## config.mk

```make
export PLATFORM = sky130hd
export DESIGN_NAME = traffic_phase_controller
export DESIGN_NICKNAME = d
export VERILOG_FILES = /design/src/rtl/traffic_phase_controller.sv
export SDC_FILE = /design/constraint.sdc
export NUM_CORES = 1
export LEC_CHECK = 0
export ABC_AREA = 1
export ABC_CLOCK_PERIOD_IN_PS = 2000
export CAP_MARGIN = 20
export CORE_ASPECT_RATIO = 0.6
export CORE_MARGIN = 4
export CORE_UTILIZATION = 31
export CTS_CLUSTER_SIZE = 40
export DETAILED_ROUTE_END_ITERATION = 8
export GPL_ROUTABILITY_DRIVEN = 0
export SLEW_MARGIN = 5
export SYNTH_ARGS = -nofsm -noshare
export SYNTH_HDL_FRONTEND = slang
export SYNTH_SLANG_ARGS = --single-unit
```

## constraint.sdc

```tcl
create_clock -name clk_i -period 2 [get_ports clk_i]
set_input_delay 0.4 -clock clk_i [delete_from_list [all_inputs] [get_ports clk_i]]
set_output_delay 0.4 -clock clk_i [all_outputs]
set_load 0.005 [all_outputs]
```

## src/rtl/traffic_phase_controller.sv

```systemverilog
// rtl/traffic_phase_controller.sv - demand-driven multi-phase traffic light sequencer
// Walks phases through GREEN/TURN/YELLOW/ALLRED on a 1 s tick, with a flashing-yellow night mode.
module traffic_phase_controller #(
  parameter int NUM_PHASES = 4,
  parameter int TICK_DIV   = 100,
  parameter int GREEN_S    = 30,
  parameter int TURN_S     = 5,
  parameter int YELLOW_S   = 3,
  parameter int ALLRED_S   = 2,
  localparam int PW = (NUM_PHASES > 1) ? $clog2(NUM_PHASES) : 1
) (
  input  logic                  clk_i,
  input  logic                  rst_i,
  input  logic                  blink_i,
  input  logic [NUM_PHASES-1:0] demand_i,
  output logic [NUM_PHASES-1:0] green_o,
  output logic [NUM_PHASES-1:0] yellow_o,
  output logic [NUM_PHASES-1:0] red_o,
  output logic [NUM_PHASES-1:0] turn_o,
  output logic [PW-1:0]         cur_phase_o,
  output logic [7:0]            sec_left_o,
  output logic                  flashing_o
);

  localparam int CW = (TICK_DIV > 1) ? $clog2(TICK_DIV) : 1;

  typedef enum logic [2:0] {
    S_GREEN,
    S_TURN,
    S_YELLOW,
    S_ALLRED,
    S_FLASH
  } state_t;

  state_t                state_q, state_d;
  logic [CW-1:0]         div_q, div_d;
  logic                  tick;
  logic                  blink_meta_q, blink_s_q;
  logic [NUM_PHASES-1:0] dem_q, dem_d, dem_clr;
  logic [NUM_PHASES-1:0] dem_other, dem_rot, cur_oh_q;
  logic [PW-1:0]         cur_q, cur_d, nxt_q, nxt_d, pick;
  logic                  pick_vld;
  logic [7:0]            sec_q, sec_d;
  logic                  flash_q, flash_d;
  logic [NUM_PHASES-1:0] green_q, green_d, yellow_q, yellow_d;
  logic [NUM_PHASES-1:0] red_q, red_d, turn_q, turn_d, cur_oh;
  logic                  flashing_q, flashing_d;

  assign tick  = (div_q == CW'(TICK_DIV - 1));
  assign div_d = tick ? '0 : div_q + CW'(1);

  assign dem_d = (dem_q | demand_i) & ~dem_clr;

  // Rotate so bit d holds the request d phases after cur; own phase is masked out.
  assign cur_oh_q  = NUM_PHASES'(1) << cur_q;
  assign dem_other = dem_q & ~cur_oh_q;
  assign dem_rot   = (dem_other >> cur_q) | (dem_other << (NUM_PHASES - int'(cur_q)));

  always_comb begin
    int s;
    s        = 0;
    pick     = cur_q;
    pick_vld = 1'b0;
    for (int d = NUM_PHASES - 1; d >= 0; d--) begin
      if (dem_rot[d]) begin
        s = int'(cur_q) + d;
        if (s >= NUM_PHASES) s = s - NUM_PHASES;
        pick     = PW'(s);
        pick_vld = 1'b1;
      end
    end
  end

  always_comb begin
    state_d    = state_q;
    cur_d      = cur_q;
    nxt_d      = nxt_q;
    sec_d      = sec_q;
    flash_d    = flash_q;
    dem_clr    = '0;
    green_d    = '0;
    yellow_d   = '0;
    red_d      = '1;
    turn_d     = '0;
    flashing_d = 1'b0;
    cur_oh     = '0;

    if (tick) begin
      case (state_q)
        S_GREEN: begin
          if (sec_q > 8'd1) begin
            sec_d = sec_q - 8'd1;
          end else if (blink_s_q) begin
            state_d = S_YELLOW;
            sec_d   = 8'(YELLOW_S);
          end else if (pick_vld) begin
            nxt_d = pick;
            if (TURN_S > 0) begin
              state_d = S_TURN;
              sec_d   = 8'(TURN_S);
            end else begin
              state_d = S_YELLOW;
              sec_d   = 8'(YELLOW_S);
            end
          end else begin
            sec_d = 8'(GREEN_S);
          end
        end
        S_TURN: begin
          if (sec_q > 8'd1) begin
            sec_d = sec_q - 8'd1;
          end else begin
            state_d = S_YELLOW;
            sec_d   = 8'(YELLOW_S);
          end
        end
        S_YELLOW: begin
          if (sec_q > 8'd1) begin
            sec_d = sec_q - 8'd1;
          end else begin
            state_d = S_ALLRED;
            sec_d   = 8'(ALLRED_S);
          end
        end
        S_ALLRED: begin
          if (sec_q > 8'd1) begin
            sec_d = sec_q - 8'd1;
          end else if (blink_s_q) begin
            state_d = S_FLASH;
            sec_d   = 8'd0;
            flash_d = 1'b1;
          end else begin
            state_d = S_GREEN;
            cur_d   = nxt_q;
            sec_d   = 8'(GREEN_S);
            dem_clr = NUM_PHASES'(1) << nxt_q;
          end
        end
        S_FLASH: begin
          if (!blink_s_q) begin
            state_d = S_ALLRED;
            cur_d   = '0;
            nxt_d   = '0;
            sec_d   = 8'(ALLRED_S);
          end else begin
            flash_d = ~flash_q;
          end
        end
        default: begin
          state_d = S_ALLRED;
          sec_d   = 8'(ALLRED_S);
        end
      endcase
    end

    // Lamps follow the next state so they register together with it.
    cur_oh = NUM_PHASES'(1) << cur_d;
    case (state_d)
      S_GREEN: begin
        green_d = cur_oh;
        red_d   = ~cur_oh;
      end
      S_TURN: begin
        green_d = cur_oh;
        turn_d  = cur_oh;
        red_d   = ~cur_oh;
      end
      S_YELLOW: begin
        yellow_d = cur_oh;
        red_d    = ~cur_oh;
      end
      S_FLASH: begin
        red_d      = '0;
        yellow_d   = flash_d ? '1 : '0;
        flashing_d = 1'b1;
      end
      default: ;
    endcase
  end

  always_ff @(posedge clk_i or posedge rst_i) begin
    if (rst_i) begin
      state_q      <= S_ALLRED;
      div_q        <= '0;
      blink_meta_q <= 1'b0;
      blink_s_q    <= 1'b0;
      dem_q        <= '0;
      cur_q        <= '0;
      nxt_q        <= '0;
      sec_q        <= 8'(ALLRED_S);
      flash_q      <= 1'b0;
      green_q      <= '0;
      yellow_q     <= '0;
      red_q        <= '1;
      turn_q       <= '0;
      flashing_q   <= 1'b0;
    end else begin
      state_q      <= state_d;
      div_q        <= div_d;
      blink_meta_q <= blink_i;
      blink_s_q    <= blink_meta_q;
      dem_q        <= dem_d;
      cur_q        <= cur_d;
      nxt_q        <= nxt_d;
      sec_q        <= sec_d;
      flash_q      <= flash_d;
      green_q      <= green_d;
      yellow_q     <= yellow_d;
      red_q        <= red_d;
      turn_q       <= turn_d;
      flashing_q   <= flashing_d;
    end
  end

  assign green_o     = green_q;
  assign yellow_o    = yellow_q;
  assign red_o       = red_q;
  assign turn_o      = turn_q;
  assign cur_phase_o = cur_q;
  assign sec_left_o  = sec_q;
  assign flashing_o  = flashing_q;

endmodule

```

==> out/metrics.cfg, run 1 <==
[logic_synthesis]
synthTopCellsByCount = 64 x nand2_1, 39 x dfrtp_1, 33 x inv_1
ys_warn_count = 0
syn-cell-area_um2 = 2668
synth.distinct_cells = 41
synth-edff-count = 0
synth.top_cell.area_share_pct = 36.59
synth_area_leader_cell = dfrtp_1
syn-num-nets = 336
syn_avg_cell_area_um2 = 8.310
synth_top_flop_cell = dfrtp_1
ys_seq_area_share_pct = 43.48
ys_ff_latch = 46
async_flop_share_pct = 100.0
synth.area.top_cells = dfrtp_1 37%, nand2_1 9.0%, dfstp_2 6.9%
netlist_instances = 321
synth_most_common_cell = nand2_1

[worst_setup_path]
critPathArrivalTime_ns = 2.35
start_kind = flop
r2r_setup_slack_ns = -0.12
cp_slowest_cell = dfrtp_2
crit_fanout = 6
crit_buf_inv = 3
worstPathRequired_ns = 2.24
critPathCaptureType = flop
critPathTopFamily = simple AND/OR/NAND/NOR gates
critPathMaxStageDelay_ns = 0.45
cp_cell_sequence = clkinv_4 > ha_4 > nor2_4 > inv_2 > nand2_2 > nand2_2 > nand2_2 > nor2_4 > nand3_2 > nand2_2 > nand2_1 > nand2_1 > nand2_1 > nand2_2 > buf_6 > nand2_4 > nand2_4 > nand2_1 > nand2_1
path_class = reg2reg

[global_route]
grt.total_usage_pct = 14.00
grt_max_degree = 47
grt_pass1_vias = 2413
antenna_found_initial = 0
gr-total-overflow = 0
grt_pass1_wl_mm = 11.46

[floorplan]
initial_core_util_pct = 32.80
dieArea_um2 = 10200
die_h_um = 79.86
die_x_um = 127.8
core_area_um2 = 8133
io_pins = 34
fp-row-count = 25

[clock_network]
clk_pin_slew_ns = 0.07
ctsHoldBuffers = 0
cts-root-buf = clkbuf_16
cts_tree = yes
clk_latency_ns = 0.29
cts_max_path_buffers = 2
tritoncts.num_buffers = 5
cts-htree-levels = 2
clock-sinks = 46

[routing]
wl_per_cell_um = 13.39
first_iter_violations = 147
postRouteAntennaNets = 0
met3_length_um = 415
wl_met2_mm = 2.887
top_layer = met4
vias = 2555
drtPass1Iterations = 5
wl_met1_mm = 3.649
drt_wl_total_mm = 7.044
avgViaCountPerCell = 4.857
route.detailed.drc = 0

[power]
finalPower_uw = 1853
leakage_uw = 0.001863
max-vdd-ir-drop_mv = 0.3030
p_per_area_nw_per_um2 = 468.6

[timing]
finalSetupViolCount = 19
min_period_over_period_pct = 105.8
fin_setup_tns_ns = -1.384
slew_viol_final = 0
skew_ns = 0.006723
max_slew_margin_pct = 72.14
fmaxAchievable_mhz = 472.6
worstMarginPinSlew_ns = 0.4148
finalHoldViolations = 0
fin_ws_ns = -0.1161
period_minus_slack_ns = 2.116
grt_setup_unrepaired = yes

[outcome]
violations = setup timing
status = finished with violations

[hold_path]
hold_path_class = reg2reg

[job]
cap_violations = 0

[finish]
nNetsFinal = 432
fillers = 789
antenna_cells = 0
drive_above_1_share_pct = 41.87
post-route-util_pct = 48.63
areaGrowthSynthToFinish_pct = 48.26
final_cell_area_um2 = 3955

[placed_design]
dp_slack_ns = -0.2213
io_buffer_count = 33
place_area_um2 = 3455
hpwl_mm = 4.937

==> state kept, by name, summed over array words and instances (netlist names), 2 cells and up <==
name / flops
sec_left_o: 8
div_q: 7
dem_q: 4
green_o: 4
red_o: 4
turn_o: 4
yellow_o: 4
state_q: 3
cur_phase_o: 2
nxt_q: 2
==> kinds of logic (layout without fill, tap and decap cells) <==
family / Yosys count / count (layout) / synth area share (%)
compound gates: 48 / 48 / 11.12
buf+inv: 53 / 150 / 8.443
xor+xnor: 7 / 7 / 2.298
simple gates: 159 / 159 / 30.91
fa+ha+maj: 8 / 8 / 3.752
flops: 46 / 46 / 43.48
==> power by group <==
part           internal (µW)  leakage (µW)  switching (µW)
clock                    470     0.0000704             386
combinational           28.7       0.00122            32.5
sequential               933      0.000569            3.92
total                   1430       0.00186             422
==> stage by stage <==
step,hold WS [ns],cells
detailed placement,0.3530,501
global route,0.3693,526
floorplan,0.3312,321
finish,0.3620,526
CTS,0.3685,515
global placement,0.3354,501
==> final timing paths <==
kind                                 from         end  depth (start not counted)
max                        cur_phase_o[0]    red_o[1]                         19
min                          blink_meta_q   blink_s_q                          0
max reg2reg                cur_phase_o[0]    red_o[1]                         19
min reg2reg                  blink_meta_q   blink_s_q                          0
max in group asynchronous           rst_i  state_q[0]                          3
min in group asynchronous           rst_i  green_o[2]                          3
==> cell usage in the layout (no fill, tap or decap), types with 5 or more instances in the layout <==
cell type | synthesis | layout
nor2_1 | 23 | 18
nand3_1 | 18 | 11
nand4_1 | 11 | 11
clkbuf_16 | 0 | 5
nand3_2 | 4 | 10
clkdlybuf4s50_1 | 0 | 33
dfrtp_1 | 39 | 37
nand2_4 | 3 | 5
a21oi_1 | 13 | 12
inv_1 | 33 | 23
nor2_2 | 3 | 5
nand2_2 | 8 | 22
inv_2 | 14 | 20
nor2_4 | 6 | 9
dfstp_2 | 7 | 7
nand2_1 | 64 | 48
o21ai_0 | 13 | 12
nor3_1 | 11 | 10
buf_4 | 2 | 57
==> per-layer routing <==
layer | GRT usage, % | vias up
met5 | 0 | -
met4 | 4.025 | 0
met3 | 3.810 | 17
met2 | 19.62 | 81
met1 | 20.79 | 1196
li1 | - | 1261
==> timing repair <==
item | 4_1_cts | 5_1_grt
endpoints found under the setup margin | 15 | 27
resized for setup | 14 | 50
cloned | 0 | 0
hold endpoints to repair | 0 | 0
pin swaps | 10 | 18
buffers inserted | 6 | 11
==> final cells by class <==
class                      count  area [µm²]  share of cell area [%]
clock buffer                   5       125.1                   3.164
tap                          108       135.1                   3.417
multi-input combinational    222        1500                   37.93
clock inverter                 3       25.02                  0.6327
inverter                      48       195.2                   4.935
timing repair buffer          94       812.0                   20.53
sequential                    46        1162                   29.39
Power figures use the tool's default switching activity.
==> run 2: changes to the inputs <==
==> constraint.sdc (replaced) <==
create_clock -name clk_i -period 2 [get_ports clk_i]
set_input_delay 0.2 -clock clk_i [delete_from_list [all_inputs] [get_ports clk_i]]
set_output_delay 0.2 -clock clk_i [all_outputs]
set_load 0.005 [all_outputs]
==> run 2 against run 1 <==
  * The flow still finishes with violations (setup timing)
  * Die area did not move
  * Power grew 4.3%
  * Largest cell class unchanged
  * Combinational power down 13%
  * Final cell count is 0.57% higher
  * Hold slack worse by 0.098 ns
  * Sequential power barely moved
  * Wire length increased by 3.1%
  * Highest routed layer unchanged
  * Critical path depth down 1
  * Critical path type unchanged
  * First-iteration DRC count grew 24%
==> out/metrics.cfg, run 2 (synthesized netlist as in run 1, its figures left out) <==
[finish]
nNetsFinal = 435  ; was 432
antenna_cells = 0  ; unchanged
largest_reg_flops = 8  ; unchanged
final_common_cell = buf_4  ; unchanged
instances_no_fill = 529  ; was 526
areaGrowthSynthToFinish_pct = 53.19  ; was 48.26%
final_cell_mix = 57 x buf_4, 39 x nand2_1, 37 x dfrtp_1  ; was 57 x buf_4, 48 x nand2_1, 37 x dfrtp_1
drive_above_1_share_pct = 46.56  ; was 41.87%

[floorplan]
io_pins = 34  ; unchanged
core_area_um2 = 8133  ; unchanged
die_h_um = 79.86  ; unchanged
dieArea_um2 = 10200  ; unchanged
fp-row-count = 25  ; unchanged
die_x_um = 127.8  ; unchanged
initial_core_util_pct = 32.80  ; unchanged

[power]
p_per_area_nw_per_um2 = 472.9  ; was 468.6 nW/µm²
max-vdd-ir-drop_mv = 0.3094  ; was 0.3030 mV
leakage_uw = 0.001901  ; was 0.001863 µW

[global_route]
grt.total_usage_pct = 14.75  ; was 14.00%
gr-total-overflow = 0  ; unchanged
grt_max_degree = 47  ; unchanged
antenna_found_initial = 0  ; unchanged
grt_pass1_vias = 2547  ; was 2413
grt_pass1_wl_mm = 12.15  ; was 11.46 mm

[worst_setup_path]
critPathTopFamily = simple AND/OR/NAND/NOR gates  ; unchanged
critPathMaxStageDelay_ns = 0.46  ; was 0.45 ns
start_kind = flop  ; unchanged
cp_slowest_cell = dfrtp_2  ; unchanged
critPathCaptureType = flop  ; unchanged
path_class = reg2reg  ; unchanged
critPathArrivalTime_ns = 2.28  ; was 2.35 ns
crit_fanout = 5  ; was 6
worstPathRequired_ns = 2.23  ; was 2.24 ns
crit_path_start = cur_phase_o[0]  ; unchanged
cp_cell_sequence = inv_6 > buf_4 > buf_4 > nand3_2 > nand2_1 > nand2_2 > nand3_4 > nor2_4 > nand3_2 > nand2_2 > nand2_1 > nand2_1 > nand2_2 > nand2_4 > nand2_4 > inv_2 > nand2_2 > nand2_1  ; was clkinv_4 > ha_4 > nor2_4 > inv_2 > nand2_2 > nand2_2 > nand2_2 > nor2_4 > nand3_2 > nand2_2 > nand2_1 > nand2_1 > nand2_1 > nand2_2 > buf_6 > nand2_4 > nand2_4 > nand2_1 > nand2_1
r2r-start = cur_phase_o[0]  ; unchanged
crit_buf_inv = 4  ; was 3

[clock_network]
clk_latency_ns = 0.29  ; about the same
cts_tree = yes  ; unchanged
cts-root-buf = clkbuf_16  ; unchanged
ctsHoldBuffers = 0  ; unchanged
tritoncts.num_buffers = 5  ; unchanged
cts-htree-levels = 2  ; unchanged
cts_max_path_buffers = 2  ; unchanged
clock-sinks = 46  ; unchanged
clk_pin_slew_ns = 0.06  ; was 0.07 ns

[outcome]
violations = setup timing  ; unchanged
status = finished with violations  ; unchanged

[routing]
postRouteAntennaNets = 0  ; unchanged
route.detailed.drc = 0  ; unchanged
first_iter_violations = 182  ; was 147
vias = 2544  ; was 2555
drt_wl_total_mm = 7.265  ; was 7.044 mm
drtPass1Iterations = 4  ; was 5
avgViaCountPerCell = 4.809  ; was 4.857
wl_per_cell_um = 13.73  ; was 13.39 µm

[timing]
min_period_over_period_pct = 102.6  ; was 105.8%
finalSetupViolCount = 14  ; was 19
fin_ws_ns = -0.05154  ; was -0.1161 ns
slew_viol_final = 0  ; unchanged
period_minus_slack_ns = 2.052  ; was 2.116 ns
fmaxAchievable_mhz = 487.4  ; was 472.6 MHz
grt_setup_unrepaired = yes  ; unchanged
max_slew_margin_pct = 73.32  ; was 72.14%
worstMarginPinSlew_ns = 0.4002  ; was 0.4148 ns
skew_ns = 0.004802  ; was 0.006723 ns
finalHoldViolations = 0  ; unchanged

[hold_path]
hold_path_class = in2async  ; was reg2reg

[job]
cap_violations = 0  ; unchanged

[placed_design]
hpwl_mm = 5.035  ; was 4.937 mm
place_inst = 501  ; unchanged
dp_slack_ns = -0.1872  ; was -0.2213 ns
io_buffer_count = 33  ; unchanged

run 2: cell count changes in the layout (fill, tap and decap cells not counted), sizes merged:
cell,delta
buf,+3
clkbuf,+1
bufinv,+1
clkinv,-2
run 2: worst register-to-register path: cells and delay by family, from the launching register on:
family | cells | cell delay (ns)
DFF | 1 | 0.46
and+or+nand+nor | 14 | 1.14
buffers and inverters | 4 | 0.39
run 2: final timing paths:
check                           endpoint  slack [ns]  cells after the start
setup / recovery             yellow_o[3]       -0.05                     18
hold / removal              blink_meta_q        0.26                      3
setup reg to reg             yellow_o[3]       -0.05                     18
hold reg to reg                blink_s_q        0.35                      0
max in group asynchronous  sec_left_o[1]        1.46                      3
min in group clk_i          blink_meta_q        0.35                      1
run 2: cell type report:
class,instances,area (µm²)
clock buffers,6,128.9
clock inverters,2,37.54
fillers,730,4046
inverters,48,197.7
multi-input cells,222,1570
flip-flops and latches,46,1162
well taps,108,135.1
repair buffers,97,854.6
run 2: per-stage QoR:
stage                       TNS, ns  area (µm²)  hold slack, ns  util (%)  power (µW)
after floorplan           -0.003064        2693          0.2314         -       976.7
after global placement       -1.246        3455          0.3346     42.48        1004
after detailed placement     -2.031        3455          0.3378     42.48        1006
after CTS                   -0.4224        3862          0.2744     47.49        1964
after global routing         -3.559        4086          0.2857     50.25        2013
final                       -0.4548        4086          0.2638     50.25        1933
run 2: where the power goes:
group	internal [µW]	switching (µW)
sequential	933	3.93
combinational	21.7	31.4
clock	590	352
total	1540	388
run 2: per-layer routing:
metal	vias up	share of wire [%]	GRT usage, %
met2	68	44	21.50
met4	0	1.3	3.814
met1	1203	49	20.98
li1	1259	-	-
met5	-	0	0
met3	14	6.1	4.746
run 2: timing repair:
item	in CTS	in global routing
cloned	0	0
buffers inserted	12	8
resized for setup	43	45
setup endpoints to repair	15	28
pin swaps	24	16
==> run 3: changes to the inputs <==
- GPL_TIMING_DRIVEN: unset -> 0
==> run 3 against run 2 <==
  * The flow still finishes with violations (setup timing)
  * Final cell count shrank 3.2%
  * Cell area shrank 2.4%
  * Utilization shrank 1.2 points
  * Register-to-register slack lost 0.11 ns
  * Highest routed layer unchanged
==> out/metrics.cfg, run 3 (synthesized netlist as in run 1, its figures left out) <==
[outcome]
status = finished with violations  ; unchanged
violations = setup timing  ; unchanged

[hold_path]
hold_path_class = in2async  ; unchanged

[timing]
finalHoldViolations = 0  ; unchanged
grt_setup_unrepaired = yes  ; unchanged
whs_ns = 0.1526  ; was 0.2638 ns
min_period_over_period_pct = 107.9  ; was 102.6%
max_slew_margin_pct = 62.69  ; was 73.32%
skew_ns = 0.007651  ; was 0.004802 ns
period_minus_slack_ns = 2.158  ; was 2.052 ns
fin_ws_ns = -0.1582  ; was -0.05154 ns
slew_viol_final = 0  ; unchanged
finalSetupViolCount = 15  ; was 14
fmaxAchievable_mhz = 463.3  ; was 487.4 MHz
worstMarginPinSlew_ns = 0.5546  ; was 0.4002 ns

[power]
p_per_area_nw_per_um2 = 483.0  ; was 472.9 nW/µm²
max-vdd-ir-drop_mv = 0.4842  ; was 0.3094 mV
leakage_uw = 0.001823  ; was 0.001901 µW

[floorplan]
fp-row-count = 25  ; unchanged
initial_core_util_pct = 32.80  ; unchanged
io_pins = 34  ; unchanged
core_area_um2 = 8133  ; unchanged
die_h_um = 79.86  ; unchanged
dieArea_um2 = 10200  ; unchanged
die_x_um = 127.8  ; unchanged

[worst_setup_path]
crit_fanout = 8  ; was 5
critPathMaxStageDelay_ns = 0.38  ; was 0.46 ns
critPathArrivalTime_ns = 2.38  ; was 2.28 ns
cp_cell_sequence = buf_6 > inv_8 > ha_4 > nor2_4 > inv_2 > nand2_2 > nand2_2 > nand2_2 > nor2_4 > nand3_2 > nand2_2 > nand2_1 > nand2_1 > nand2_2 > nand2_2 > buf_6 > nand2_4 > nand2_4 > nand2_1 > nand2_1  ; was inv_6 > buf_4 > buf_4 > nand3_2 > nand2_1 > nand2_2 > nand3_4 > nor2_4 > nand3_2 > nand2_2 > nand2_1 > nand2_1 > nand2_2 > nand2_4 > nand2_4 > inv_2 > nand2_2 > nand2_1
worstPathRequired_ns = 2.22  ; was 2.23 ns
r2r-start = cur_phase_o[0]  ; unchanged
critPathCaptureType = flop  ; unchanged
crit_top_cell = nand2_2
path_class = reg2reg  ; unchanged
start_kind = flop  ; unchanged
cp_slowest_cell = dfrtp_1  ; was dfrtp_2
crit_path_start = cur_phase_o[0]  ; unchanged

[global_route]
antenna_found_initial = 0  ; unchanged
use_met3_pct = 4.078  ; was 4.746%
grt_pass1_wl_mm = 11.92  ; was 12.15 mm
top_usage_layer = met2  ; unchanged
grt.total_usage_pct = 14.37  ; was 14.75%
met2_usage_pct = 21.35  ; was 21.50%
grt_max_degree = 37  ; was 47
grt_pass1_vias = 2493  ; was 2547
gr-total-overflow = 0  ; unchanged
grtUsageMet1_pct = 20.64  ; was 20.98%

[routing]
postRouteAntennaNets = 0  ; unchanged
drtPass1Iterations = 4  ; unchanged
wl_per_cell_um = 14.35  ; was 13.73 µm
route.detailed.drc = 0  ; unchanged
first_iter_violations = 151  ; was 182
vias = 2501  ; was 2544
drt_wl_total_mm = 7.349  ; was 7.265 mm
avgViaCountPerCell = 4.885  ; was 4.809

[clock_network]
ctsHoldBuffers = 0  ; unchanged
clk_pin_slew_ns = 0.06  ; about the same
cts_tree = yes  ; unchanged
tritoncts.num_buffers = 5  ; unchanged
clk_latency_ns = 0.28  ; was 0.29 ns
cts-htree-levels = 2  ; unchanged
cts_max_path_buffers = 2  ; unchanged
clock-sinks = 46  ; unchanged
cts-root-buf = clkbuf_16  ; unchanged

[finish]
final_cell_mix = 45 x nand2_1, 39 x buf_4, 36 x dfrtp_1  ; was 57 x buf_4, 39 x nand2_1, 37 x dfrtp_1
final_cell_area_um2 = 3986  ; was 4086 µm²
instances_no_fill = 512  ; was 529
nNetsFinal = 418  ; was 435
largest_reg_flops = 8  ; unchanged
areaGrowthSynthToFinish_pct = 49.44  ; was 53.19%
antenna_cells = 0  ; unchanged
final_common_cell = nand2_1  ; was buf_4
drive_above_1_share_pct = 42.33  ; was 46.56%

[placed_design]
hpwl_mm = 4.666  ; was 5.035 mm
dp_slack_ns = -0.3614  ; was -0.1872 ns
io_buffer_count = 33  ; unchanged
place_inst = 463  ; was 501
place_area_um2 = 3178  ; was 3455 µm²

[job]
cap_violations = 0  ; unchanged

-- run 3: report_power, final --
group	internal, µW	total [µW]	switching, µW
combinational	24.3	58.8	34.5
sequential	933	934	0.522
clock	590	933	343
total	1550	1930	378
-- run 3: routing by layer --
metal	part of all wire, %	vias to the layer above	wire length (µm)
li1	-	1228	-
met1	48	1199	3528
met2	46	66	3350
met3	5.7	8	417
met4	0.72	0	53
met5	0	-	0
-- run 3: worst max-delay path: cells and delay by family (launching register included) --
kind                       cells  cell delay [ns]
adders and majority gates      1             0.29
buffers and inverters          4             0.36
DFF                            1             0.38
and+or+nand+nor               15             1.08
-- run 3: final cells by class --
class	count	area, µm²
clock buffer	6	128.9
multi-input combinational	222	1603
tap	108	135.1
timing repair buffer	75	669.4
clock inverter	2	37.54
buffer	5	46.29
fill	756	4146
inverter	48	202.7
sequential	46	1164
-- run 3: final timing paths --
path                                  to  slack [ns]  cells after the start
setup / recovery                red_o[0]       -0.16                     20
hold / removal                green_o[2]        0.15                      2
setup reg to reg                red_o[0]       -0.16                     20
hold reg to reg                blink_s_q        0.36                      0
max in group asynchronous  sec_left_o[1]        1.33                      3
min in group clk_i          blink_meta_q        0.36                      1
-- run 3: through the flow --
stage | utilization [%] | TNS [ns] | power (µW)
finish | 49.02 | -1.852 | 1926
global route | 49.02 | -4.564 | 1996
CTS | 45.32 | -1.232 | 1954
detailed placement | 39.08 | -4.854 | 1003
global placement | 38.83 | -12.74 | 997.5
floorplan | - | -0.003064 | 976.7
-- run 3: what timing repair did --
action,in CTS,in global routing
setup buffers,26,15
setup endpoints to repair,23,24
endpoints found under the hold margin,0,0
pin swaps,20,23
gates resized for setup,44,45
